`src/rtl/dmux_1by8_sel_seq.sv`:
```
// Select/data sequencer for the 1-to-8 demux: sweeps s over the enabled
// channels in ascending order, holding each for DWELL cycles.
module dmux_1by8_sel_seq #(
  parameter int unsigned DWELL = 10,
  parameter int unsigned CW    = 8
) (
  input  logic       clk,
  input  logic       rst_n,
  input  logic       start,
  input  logic       abort,
  input  logic       loop,
  input  logic [7:0] chan_en,
  input  logic       din,
  output logic [2:0] s,
  output logic       i,
  output logic       valid,
  output logic       busy,
  output logic       done
);

  typedef enum logic [1:0] {
    IDLE  = 2'd0,
    DRIVE = 2'd1,
    DONE  = 2'd2
  } state_t;

  localparam logic [CW-1:0] LAST = CW'(DWELL - 1);

  state_t        state, state_d;
  logic [CW-1:0] cnt, cnt_d;
  logic [7:0]    mask, mask_d;
  logic [2:0]    s_d;
  logic [2:0]    up_idx, low_idx, start_idx;
  logic          up_found;

  // Nearest enabled index above s, lowest enabled index, and first channel of a new sweep.
  always_comb begin
    up_found  = 1'b0;
    up_idx    = s;
    low_idx   = 3'd0;
    start_idx = 3'd0;
    for (int k = 7; k >= 0; k--) begin
      if (mask[k]) low_idx = 3'(k);
      if (chan_en[k]) start_idx = 3'(k);
      if (mask[k] && (k > int'(s))) begin
        up_idx   = 3'(k);
        up_found = 1'b1;
      end
    end
  end

  always_comb begin
    state_d = state;
    s_d     = s;
    cnt_d   = cnt;
    mask_d  = mask;
    case (state)
      IDLE: begin
        if (start && !abort) begin
          if (chan_en != 8'd0) begin
            mask_d  = chan_en;
            s_d     = start_idx;
            cnt_d   = '0;
            state_d = DRIVE;
          end else begin
            state_d = DONE;
          end
        end
      end
      DRIVE: begin
        if (abort) begin
          state_d = IDLE;
        end else if (cnt == LAST) begin
          cnt_d = '0;
          if (up_found)  s_d = up_idx;
          else if (loop) s_d = low_idx;
          else           state_d = DONE;
        end else begin
          cnt_d = cnt + CW'(1);
        end
      end
      DONE:    state_d = IDLE;
      default: state_d = IDLE;
    endcase
  end

  // Status flags are registered from the next state so they align with it.
  always_ff @(posedge clk or negedge rst_n) begin
    if (!rst_n) begin
      state <= IDLE;
      s     <= 3'd0;
      cnt   <= '0;
      mask  <= 8'd0;
      valid <= 1'b0;
      busy  <= 1'b0;
      done  <= 1'b0;
    end else begin
      state <= state_d;
      s     <= s_d;
      cnt   <= cnt_d;
      mask  <= mask_d;
      valid <= (state_d == DRIVE);
      busy  <= (state_d == DRIVE);
      done  <= (state_d == DONE);
    end
  end

  assign i = din & valid;

endmodule

```
`config.mk`:
```
export PLATFORM = sky130hd
export DESIGN_NAME = dmux_1by8_sel_seq
export DESIGN_NICKNAME = d
export VERILOG_FILES = /design/src/rtl/dmux_1by8_sel_seq.sv
export SDC_FILE = /design/constraint.sdc
export NUM_CORES = 1
export LEC_CHECK = 0
export CORE_UTILIZATION = 62
export CTS_CLUSTER_SIZE = 12
export DETAILED_ROUTE_END_ITERATION = 6
export DONT_BUFFER_PORTS = 1
export HOLD_SLACK_MARGIN = 0.06
export PLACE_DENSITY = 0.84
export SETUP_SLACK_MARGIN = 0.15
export SLEW_MARGIN = 20
export SYNTH_ARGS = -nofsm -noshare
export SYNTH_HDL_FRONTEND = slang
export SYNTH_SLANG_ARGS = --single-unit
```
`constraint.sdc`:
```
create_clock -name clk -period 1.8 [get_ports clk]
set_input_delay 0.54 -clock clk [delete_from_list [all_inputs] [get_ports clk]]
set_output_delay 0.54 -clock clk [all_outputs]
set_load 0.02 [all_outputs]
```
==> results of run 1 <==
through the flow:
| step | utilization | cell area [sq um] | cells | hold slack, ns | setup slack [ns] |
|---|---|---|---|---|---|
| 2_1_floorplan | - | 1470 | 160 | 0.244 | 0.104 |
| 3_3_place_gp | 0.700 | 1550 | 194 | 0.245 | 0.0411 |
| 3_5_place_dp | 0.700 | 1550 | 194 | 0.245 | -0.0377 |
| 4_1_cts | 0.748 | 1650 | 208 | 0.268 | 0.146 |
| 5_1_grt | 0.785 | 1740 | 214 | 0.188 | 0.0431 |
| 6_report | 0.785 | 1740 | 214 | 0.168 | 0.0834 |
cell families (layout without fill, tap and decap cells):
| logic type | after synthesis | count (layout) | share of synthesized area |
|---|---|---|---|
| DFF | 23 | 23 | 0.395 |
| AOI/OAI and AO/OA | 49 | 49 | 0.214 |
| buffers and inverters | 10 | 36 | 0.0412 |
| and+or+nand+nor | 69 | 69 | 0.270 |
| adders and majority gates | 2 | 2 | 0.0172 |
| muxes | 7 | 7 | 0.0635 |
synthesized netlist by cell type (2+ instances only):
cell type and n:
sky130_fd_sc_hd__a21oi_1 6, sky130_fd_sc_hd__a31oi_1 3, sky130_fd_sc_hd__and3_1 4, sky130_fd_sc_hd__buf_4 4, sky130_fd_sc_hd__dfrtp_1 23, sky130_fd_sc_hd__ha_1 2
sky130_fd_sc_hd__inv_1 4, sky130_fd_sc_hd__mux2_2 2, sky130_fd_sc_hd__mux2_4 4, sky130_fd_sc_hd__nand2_1 10, sky130_fd_sc_hd__nand2_2 2, sky130_fd_sc_hd__nand2b_1 4
sky130_fd_sc_hd__nand3_1 7, sky130_fd_sc_hd__nand3b_1 3, sky130_fd_sc_hd__nand4_1 2, sky130_fd_sc_hd__nor2_1 14, sky130_fd_sc_hd__nor2b_1 6, sky130_fd_sc_hd__nor3_1 8
sky130_fd_sc_hd__nor4_2 3, sky130_fd_sc_hd__o211ai_1 2, sky130_fd_sc_hd__o21a_1 2, sky130_fd_sc_hd__o21ai_0 20, sky130_fd_sc_hd__o21ai_1 2, sky130_fd_sc_hd__o21bai_1 4
sky130_fd_sc_hd__o31ai_1 4
flip-flops by register name (all words and copies together) (netlist names):
name and cells:
s 3, mask 8, busy 1, done 1
cnt 8, state 2
power groups by stage:
stage | Clock, mW | Combinational (mW) | Sequential [mW]
after floorplan | 0 | 0.424 | 0.719
after global placement | 0 | 0.545 | 0.731
after detailed placement | 0 | 0.563 | 0.736
after CTS | 0.249 | 0.652 | 0.711
after global routing | 0.274 | 0.800 | 0.735
final | 0.248 | 0.746 | 0.718
cells in the final DEF, fill, tap and decap left out, drive strengths merged, types with 6 or more instances in the layout:
cell,n
nand3,7
nor3,8
nand2,12
nor2b,6
o21ai,22
mux2,6
buf,28
nor2,14
a21oi,7
dfrtp,23
path summary, 6_finish.rpt:
check / from / end / slack [ns] / cells after the start
min in group clk: abort / state[1] / 0.27 / 1
hold reg to reg: cnt[0] / cnt[0] / 0.57 / 1
max in group asynchronous: rst_n / state[1] / 1.25 / 1
setup reg to reg: mask[6] / s[0] / 0.08 / 6
setup / recovery: mask[6] / s[0] / 0.08 / 6
hold / removal: rst_n / cnt[7] / 0.17 / 1
per-layer routing:
metal	up-vias	wire length (microns)
li1	637	-
met1	657	1440
met2	52	1920
met3	18	172
met4	0	150
met5	-	0
layout make-up:
| type | instances | area, sq um | area share |
|---|---|---|---|
| inverter | 4 | 15.0 | 0.00865 |
| timing repair buffer | 28 | 219 | 0.126 |
| multi-input combinational | 127 | 858 | 0.495 |
| sequential | 23 | 582 | 0.335 |
| clock buffer | 4 | 26.3 | 0.0151 |
| tap | 28 | 35.0 | 0.0202 |
repair_timing:
item,4_1_cts,5_1_grt
pin swaps,3,7
resized for setup,1,21
hold endpoints to repair,23,0
hold buffers,1,0
setup endpoints to repair,10,20
setup buffers,9,6
==> impl_metrics.prom, run 1 <==
# TYPE chip_impl_metric gauge
chip_impl_metric{name="report.power.total",unit="mW"} 1.71
chip_impl_metric{name="core_region_area",unit="sq um"} 2210
chip_impl_metric{name="report.final.hold_viol_count",unit=""} 0
chip_impl_metric{name="cts.reportedPaths.clkPinSlew",unit="ns"} 0.13
chip_impl_metric{name="portBuffers",unit=""} 0
chip_impl_metric{name="detail_route.wirelength",unit="microns"} 3690
chip_impl_metric{name="groute.usage.overall",unit=""} 0.318
chip_impl_metric{name="synthesis.nets",unit=""} 176
chip_impl_metric{name="number_of_vias_per_cell",unit=""} 6.37
chip_impl_metric{name="p_switching",unit="uW"} 668
chip_impl_info{name="timing.setup.critical_path_class",value="register to register"} 1
chip_impl_metric{name="power.ir.vdd_worst",unit="uV"} 801
chip_impl_metric{name="postSynth.asyncResetShare",unit=""} 1.00
chip_impl_metric{name="max_freq",unit="GHz"} 0.583
chip_impl_info{name="synth_flop_cell",value="sky130_fd_sc_hd__dfrtp_1"} 1
chip_impl_info{name="cts-root-buf",value="sky130_fd_sc_hd__clkbuf_4"} 1
chip_impl_metric{name="grt_first_pass_wirelength",unit="microns"} 5940
chip_impl_metric{name="clockPowerShare",unit=""} 0.145
chip_impl_info{name="run_status",value="completed"} 1
chip_impl_metric{name="number_of_antenna_violations_at_the_first_check_in_global_routing",unit=""} 0
chip_impl_metric{name="die_x",unit="microns"} 50.5
chip_impl_metric{name="chipHeight",unit="microns"} 50.5
chip_impl_metric{name="power.static_leakage",unit="nW"} 0.742
chip_impl_metric{name="tightestPinTransition",unit="ns"} 0.522
chip_impl_metric{name="power.share.switching",unit=""} 0.390
chip_impl_metric{name="vias",unit=""} 1364
chip_impl_metric{name="insertion_delay",unit="ns"} 0.32
chip_impl_metric{name="synth_top_area_share",unit=""} 0.395
chip_impl_metric{name="worstPathBufferInverterCount",unit=""} 0
chip_impl_metric{name="synthesis.area",unit="sq um"} 1460
chip_impl_metric{name="p_per_area",unit="nW/um^2"} 987
chip_impl_info{name="cpLargestDelayFamily",value="compound AO/OA/AOI/OAI gates"} 1
chip_impl_info{name="cp-end-kind",value="register"} 1
chip_impl_metric{name="cts_inserted_buffers",unit=""} 3
chip_impl_info{name="largest_cells_by_area_after_synthesis",value="sky130_fd_sc_hd__dfrtp_1 (39%), sky130_fd_sc_hd__o21ai_0 (6.9%), sky130_fd_sc_hd__mux2_4 (4.1%)"} 1
chip_impl_info{name="crit_path_top_delay_cell",value="sky130_fd_sc_hd__dfrtp_1"} 1
chip_impl_metric{name="dr.pass1.iters",unit=""} 4
chip_impl_info{name="post-synth-top-area-cell",value="sky130_fd_sc_hd__dfrtp_1"} 1
chip_impl_metric{name="dr.first_iter.drc_count",unit=""} 38
chip_impl_metric{name="relSlewSlack",unit=""} 0.652
chip_impl_metric{name="critPathArrivalTime",unit="ns"} 1.92
chip_impl_metric{name="clock_sinks",unit=""} 23
chip_impl_metric{name="setup_tns",unit="ns"} 0
chip_impl_metric{name="fillers",unit=""} 157
chip_impl_metric{name="initial_core_util",unit=""} 0.659
chip_impl_metric{name="layout_min_cycle_time",unit="ns"} 1.72
chip_impl_metric{name="critical_path.max_stage_delay",unit="ns"} 0.43
chip_impl_info{name="worst_setup_path_start_kind",value="register"} 1
chip_impl_metric{name="fp.dieArea",unit="sq um"} 2550
chip_impl_metric{name="routedWlPerCell",unit="microns"} 17.2
chip_impl_metric{name="io_pins",unit=""} 21
chip_impl_metric{name="seqPwrFrac",unit=""} 0.419
chip_impl_metric{name="final_nets",unit=""} 203
chip_impl_metric{name="congestion_overflow_gr",unit=""} 0
chip_impl_metric{name="maxCapViolCount",unit=""} 0
chip_impl_metric{name="grt_use_met3",unit=""} 0.0424
chip_impl_metric{name="netlist-cell-type-count",unit=""} 40
chip_impl_metric{name="netlist_instances",unit=""} 160
chip_impl_metric{name="postSynthRegisterBits",unit=""} 23
chip_impl_metric{name="ant_nets",unit=""} 0
chip_impl_metric{name="worst-path-max-fanout",unit=""} 6
chip_impl_metric{name="combPwrFrac",unit=""} 0.436
chip_impl_metric{name="antenna_diodes",unit=""} 0
chip_impl_metric{name="cts.path.max_buffers",unit=""} 2
chip_impl_metric{name="post_route_cells_drive_above_1_share",unit=""} 0.306
chip_impl_metric{name="synth_sequential_area_ratio",unit=""} 0.395
chip_impl_metric{name="syn_to_final_growth",unit="%"} 19.1
chip_impl_metric{name="gr_layer_usage_met2",unit=""} 0.569
chip_impl_metric{name="fp-row-count",unit=""} 17
chip_impl_metric{name="power.internal",unit="mW"} 1.04
chip_impl_info{name="worstPathCellList",value="a21boi_1 -> o21ai_2 -> nand2_2 -> o311a_4 -> mux2i_1 -> nand2_1"} 1
chip_impl_metric{name="dp_hpwl",unit="microns"} 2530
chip_impl_metric{name="synth_enable_flop_cells",unit=""} 0
chip_impl_metric{name="gp_congestion",unit=""} 0.913
chip_impl_metric{name="yosys_warnings",unit=""} 0
chip_impl_metric{name="crit_required",unit="ns"} 2.00
chip_impl_info{name="globalRoute.busiestLayer",value="met2"} 1
chip_impl_metric{name="final_min_period_over_clock_period",unit=""} 0.954
chip_impl_info{name="rsz0062_at_grt",value="yes"} 1
chip_impl_metric{name="detail_route.drc_violations",unit=""} 0
chip_impl_info{name="min_path_type",value="primary input to async pin"} 1
chip_impl_metric{name="finClkSkew",unit="ns"} 0.00562
chip_impl_metric{name="met1_usage",unit=""} 0.360
chip_impl_metric{name="grt_start_max_net_pins",unit=""} 24
chip_impl_metric{name="finalMaxSlewViolations",unit=""} 0
chip_impl_metric{name="setup_violators_final",unit=""} 0
chip_impl_metric{name="grt_pass1_vias",unit=""} 1339
chip_impl_metric{name="synthesis.area_per_instance",unit="sq um"} 9.11
chip_impl_info{name="cts_tree",value="done"} 1
chip_impl_metric{name="h_tree_lvl_count",unit=""} 1
Power figures use the tool's default switching activity.
==> inputs of run 2 (changes only) <==
--- a/config.mk
+++ b/config.mk
@@ -5,12 +5,13 @@
 export SDC_FILE = /design/constraint.sdc
 export NUM_CORES = 1
 export LEC_CHECK = 0
-export CORE_UTILIZATION = 62
+export CORE_ASPECT_RATIO = 1.4
+export CORE_UTILIZATION = 55
 export CTS_CLUSTER_SIZE = 12
 export DETAILED_ROUTE_END_ITERATION = 6
 export DONT_BUFFER_PORTS = 1
 export HOLD_SLACK_MARGIN = 0.06
-export PLACE_DENSITY = 0.84
+export PLACE_DENSITY = 0.76
 export SETUP_SLACK_MARGIN = 0.15
 export SLEW_MARGIN = 20
 export SYNTH_ARGS = -nofsm -noshare
==> impl_metrics.prom, run 2 (same netlist as run 1, synthesis figures left out) <==
# TYPE chip_impl_metric gauge
chip_impl_metric{name="vias",unit=""} 1296
chip_impl_info{name="min_path_type",value="primary input to async pin"} 1
chip_impl_metric{name="ant_nets",unit=""} 0
chip_impl_metric{name="crit_required",unit="ns"} 2.00
chip_impl_info{name="worstPathCellList",value="nor4_4 -> nand4b_4 -> nand2_2 -> o311a_4 -> mux2i_1 -> nand2_1"} 1
chip_impl_metric{name="detail_route.drc_violations",unit=""} 0
chip_impl_metric{name="max_freq",unit="GHz"} 0.596
chip_impl_metric{name="groute.usage.overall",unit=""} 0.259
chip_impl_info{name="timing.setup.critical_path_class",value="register to register"} 1
chip_impl_metric{name="insertion_delay",unit="ns"} 0.32
chip_impl_metric{name="dp_hpwl",unit="microns"} 2510
chip_impl_info{name="cts_tree",value="done"} 1
chip_impl_metric{name="cts.reportedPaths.clkPinSlew",unit="ns"} 0.12
chip_impl_metric{name="finalMaxSlewViolations",unit=""} 0
chip_impl_metric{name="postLayoutCellArea",unit="sq um"} 1730
chip_impl_metric{name="gr_layer_usage_met2",unit=""} 0.495
chip_impl_metric{name="initial_core_util",unit=""} 0.597
chip_impl_info{name="cpLargestDelayFamily",value="simple AND/OR/NAND/NOR gates"} 1
chip_impl_metric{name="congestion_overflow_gr",unit=""} 0
chip_impl_metric{name="register_area",unit="sq um"} 582
chip_impl_metric{name="power.static_leakage",unit="nW"} 0.731
chip_impl_metric{name="grt_start_max_net_pins",unit=""} 24
chip_impl_metric{name="hold_ws",unit="ns"} 0.174
chip_impl_metric{name="report.final.hold_viol_count",unit=""} 0
chip_impl_info{name="crit_path_top_delay_cell",value="sky130_fd_sc_hd__dfrtp_2"} 1
chip_impl_metric{name="final_nets",unit=""} 201
chip_impl_metric{name="relSlewSlack",unit=""} 0.657
chip_impl_info{name="commonest_cells_after_routing_fill_and_taps_aside",value="sky130_fd_sc_hd__buf_4 (24), sky130_fd_sc_hd__dfrtp_1 (18), sky130_fd_sc_hd__nor2_1 (14)"} 1
chip_impl_metric{name="report.power.total",unit="mW"} 1.68
chip_impl_metric{name="post_route_cells_drive_above_1_share",unit=""} 0.288
chip_impl_metric{name="power.ir.vdd_worst",unit="uV"} 672
chip_impl_metric{name="grt_pass1_vias",unit=""} 1308
chip_impl_metric{name="portBuffers",unit=""} 0
chip_impl_metric{name="gp_congestion",unit=""} 0.927
chip_impl_metric{name="routedWlPerCell",unit="microns"} 15.4
chip_impl_metric{name="setup_tns",unit="ns"} 0
chip_impl_metric{name="grt_use_met3",unit=""} 0.0202
chip_impl_metric{name="core_region_area",unit="sq um"} 2440
chip_impl_metric{name="syn_to_final_growth",unit="%"} 18.9
chip_impl_metric{name="setup_violators_final",unit=""} 0
chip_impl_metric{name="utilization",unit=""} 0.709
chip_impl_info{name="layout.cells.most_common",value="sky130_fd_sc_hd__buf_4"} 1
chip_impl_info{name="leading_registers_by_flop_count",value="cnt (8), mask (8), s (3)"} 1
chip_impl_metric{name="placed_area",unit="sq um"} 1580
chip_impl_metric{name="io_pins",unit=""} 21
chip_impl_metric{name="fp.dieArea",unit="sq um"} 2860
chip_impl_metric{name="final_min_period_over_clock_period",unit=""} 0.932
chip_impl_metric{name="worst-path-max-fanout",unit=""} 6
chip_impl_metric{name="worstPathBufferInverterCount",unit=""} 0
chip_impl_metric{name="detail_route.wirelength",unit="microns"} 3360
chip_impl_metric{name="number_of_antenna_violations_at_the_first_check_in_global_routing",unit=""} 0
chip_impl_metric{name="grt_first_pass_wirelength",unit="microns"} 5460
chip_impl_metric{name="layout_min_cycle_time",unit="ns"} 1.68
chip_impl_info{name="cp-end-kind",value="register"} 1
chip_impl_info{name="cts-root-buf",value="sky130_fd_sc_hd__clkbuf_4"} 1
chip_impl_metric{name="maxCapViolCount",unit=""} 0
chip_impl_metric{name="antenna_diodes",unit=""} 0
chip_impl_info{name="globalRoute.busiestLayer",value="met2"} 1
chip_impl_metric{name="finClkSkew",unit="ns"} 0.00604
chip_impl_metric{name="number_of_vias_per_cell",unit=""} 5.94
chip_impl_metric{name="dr.first_iter.drc_count",unit=""} 50
chip_impl_metric{name="multi_input_logic_area",unit="sq um"} 871
chip_impl_metric{name="dr.pass1.iters",unit=""} 4
chip_impl_metric{name="h_tree_lvl_count",unit=""} 1
chip_impl_metric{name="chipHeight",unit="microns"} 62.9
chip_impl_info{name="rsz0062_at_grt",value="yes"} 1
chip_impl_metric{name="die_x",unit="microns"} 45.5
chip_impl_metric{name="tightestPinTransition",unit="ns"} 0.514
chip_impl_metric{name="p_per_area",unit="nW/um^2"} 972
chip_impl_metric{name="clock_sinks",unit=""} 23
chip_impl_info{name="worst_setup_path_start_kind",value="register"} 1
chip_impl_metric{name="fillers",unit=""} 204
chip_impl_metric{name="critical_path.max_stage_delay",unit="ns"} 0.46
chip_impl_metric{name="cts.path.max_buffers",unit=""} 2
chip_impl_info{name="run_status",value="completed"} 1
chip_impl_metric{name="met1_usage",unit=""} 0.257
chip_impl_metric{name="critPathArrivalTime",unit="ns"} 1.87
chip_impl_metric{name="cts_inserted_buffers",unit=""} 3
chip_impl_metric{name="fp-row-count",unit=""} 21
==> run 2: what timing repair did <==
item	in CTS	in global routing
hold buffers	1	0
setup endpoints to repair	8	14
pin swaps	4	9
gates resized for setup	2	20
hold endpoints to repair	23	0
buffers inserted	4	6
==> run 2: worst paths after layout <==
path	startpoint	endpoint	slack [ns]	depth (start not counted)
worst max-delay path	cnt[6]	s[0]	0.12	6
min in group clk	abort	done	0.26	1
worst min-delay path	rst_n	cnt[7]	0.17	1
worst min register to register	cnt[6]	cnt[6]	0.55	1
max in group asynchronous	rst_n	s[0]	1.25	1
worst max register to register	cnt[6]	s[0]	0.12	6
==> run 2: layout make-up <==
cell class              count  area share
repair buffers             26       0.113
flip-flops and latches     23       0.336
well taps                  34      0.0245
clock buffers               4      0.0152
multi-input cells         127       0.503
inverters                   4     0.00866
==> run 2: per-stage QoR <==
step,setup WS [ns],cells
global route,0.0518,218
detailed placement,0.0102,203
finish,0.123,218
floorplan,0.104,160
CTS,0.136,212
global placement,0.0380,203
==> run 2: worst register-to-register path: stages (launching register included) <==
cell	delay (ns)
sky130_fd_sc_hd__dfrtp_2	0.46
sky130_fd_sc_hd__nor4_4	0.34
sky130_fd_sc_hd__nand4b_4	0.17
sky130_fd_sc_hd__nand2_2	0.11
sky130_fd_sc_hd__o311a_4	0.22
sky130_fd_sc_hd__mux2i_1	0.19
sky130_fd_sc_hd__nand2_1	0.07
==> run 2: routing by layer <==
metal,wire length (microns),part of all wire,vias to the layer above
met5,0,0,-
met4,97,0.029,0
met3,105,0.031,9
met2,1970,0.59,34
met1,1180,0.35,619
li1,-,-,634
==> run 2: where the power goes <==
part           internal (mW)  leakage, nW  total, mW  switching, mW
clock                 0.0868       0.0150      0.239          0.153
combinational          0.351        0.428      0.732          0.381
sequential             0.602        0.288      0.712          0.110
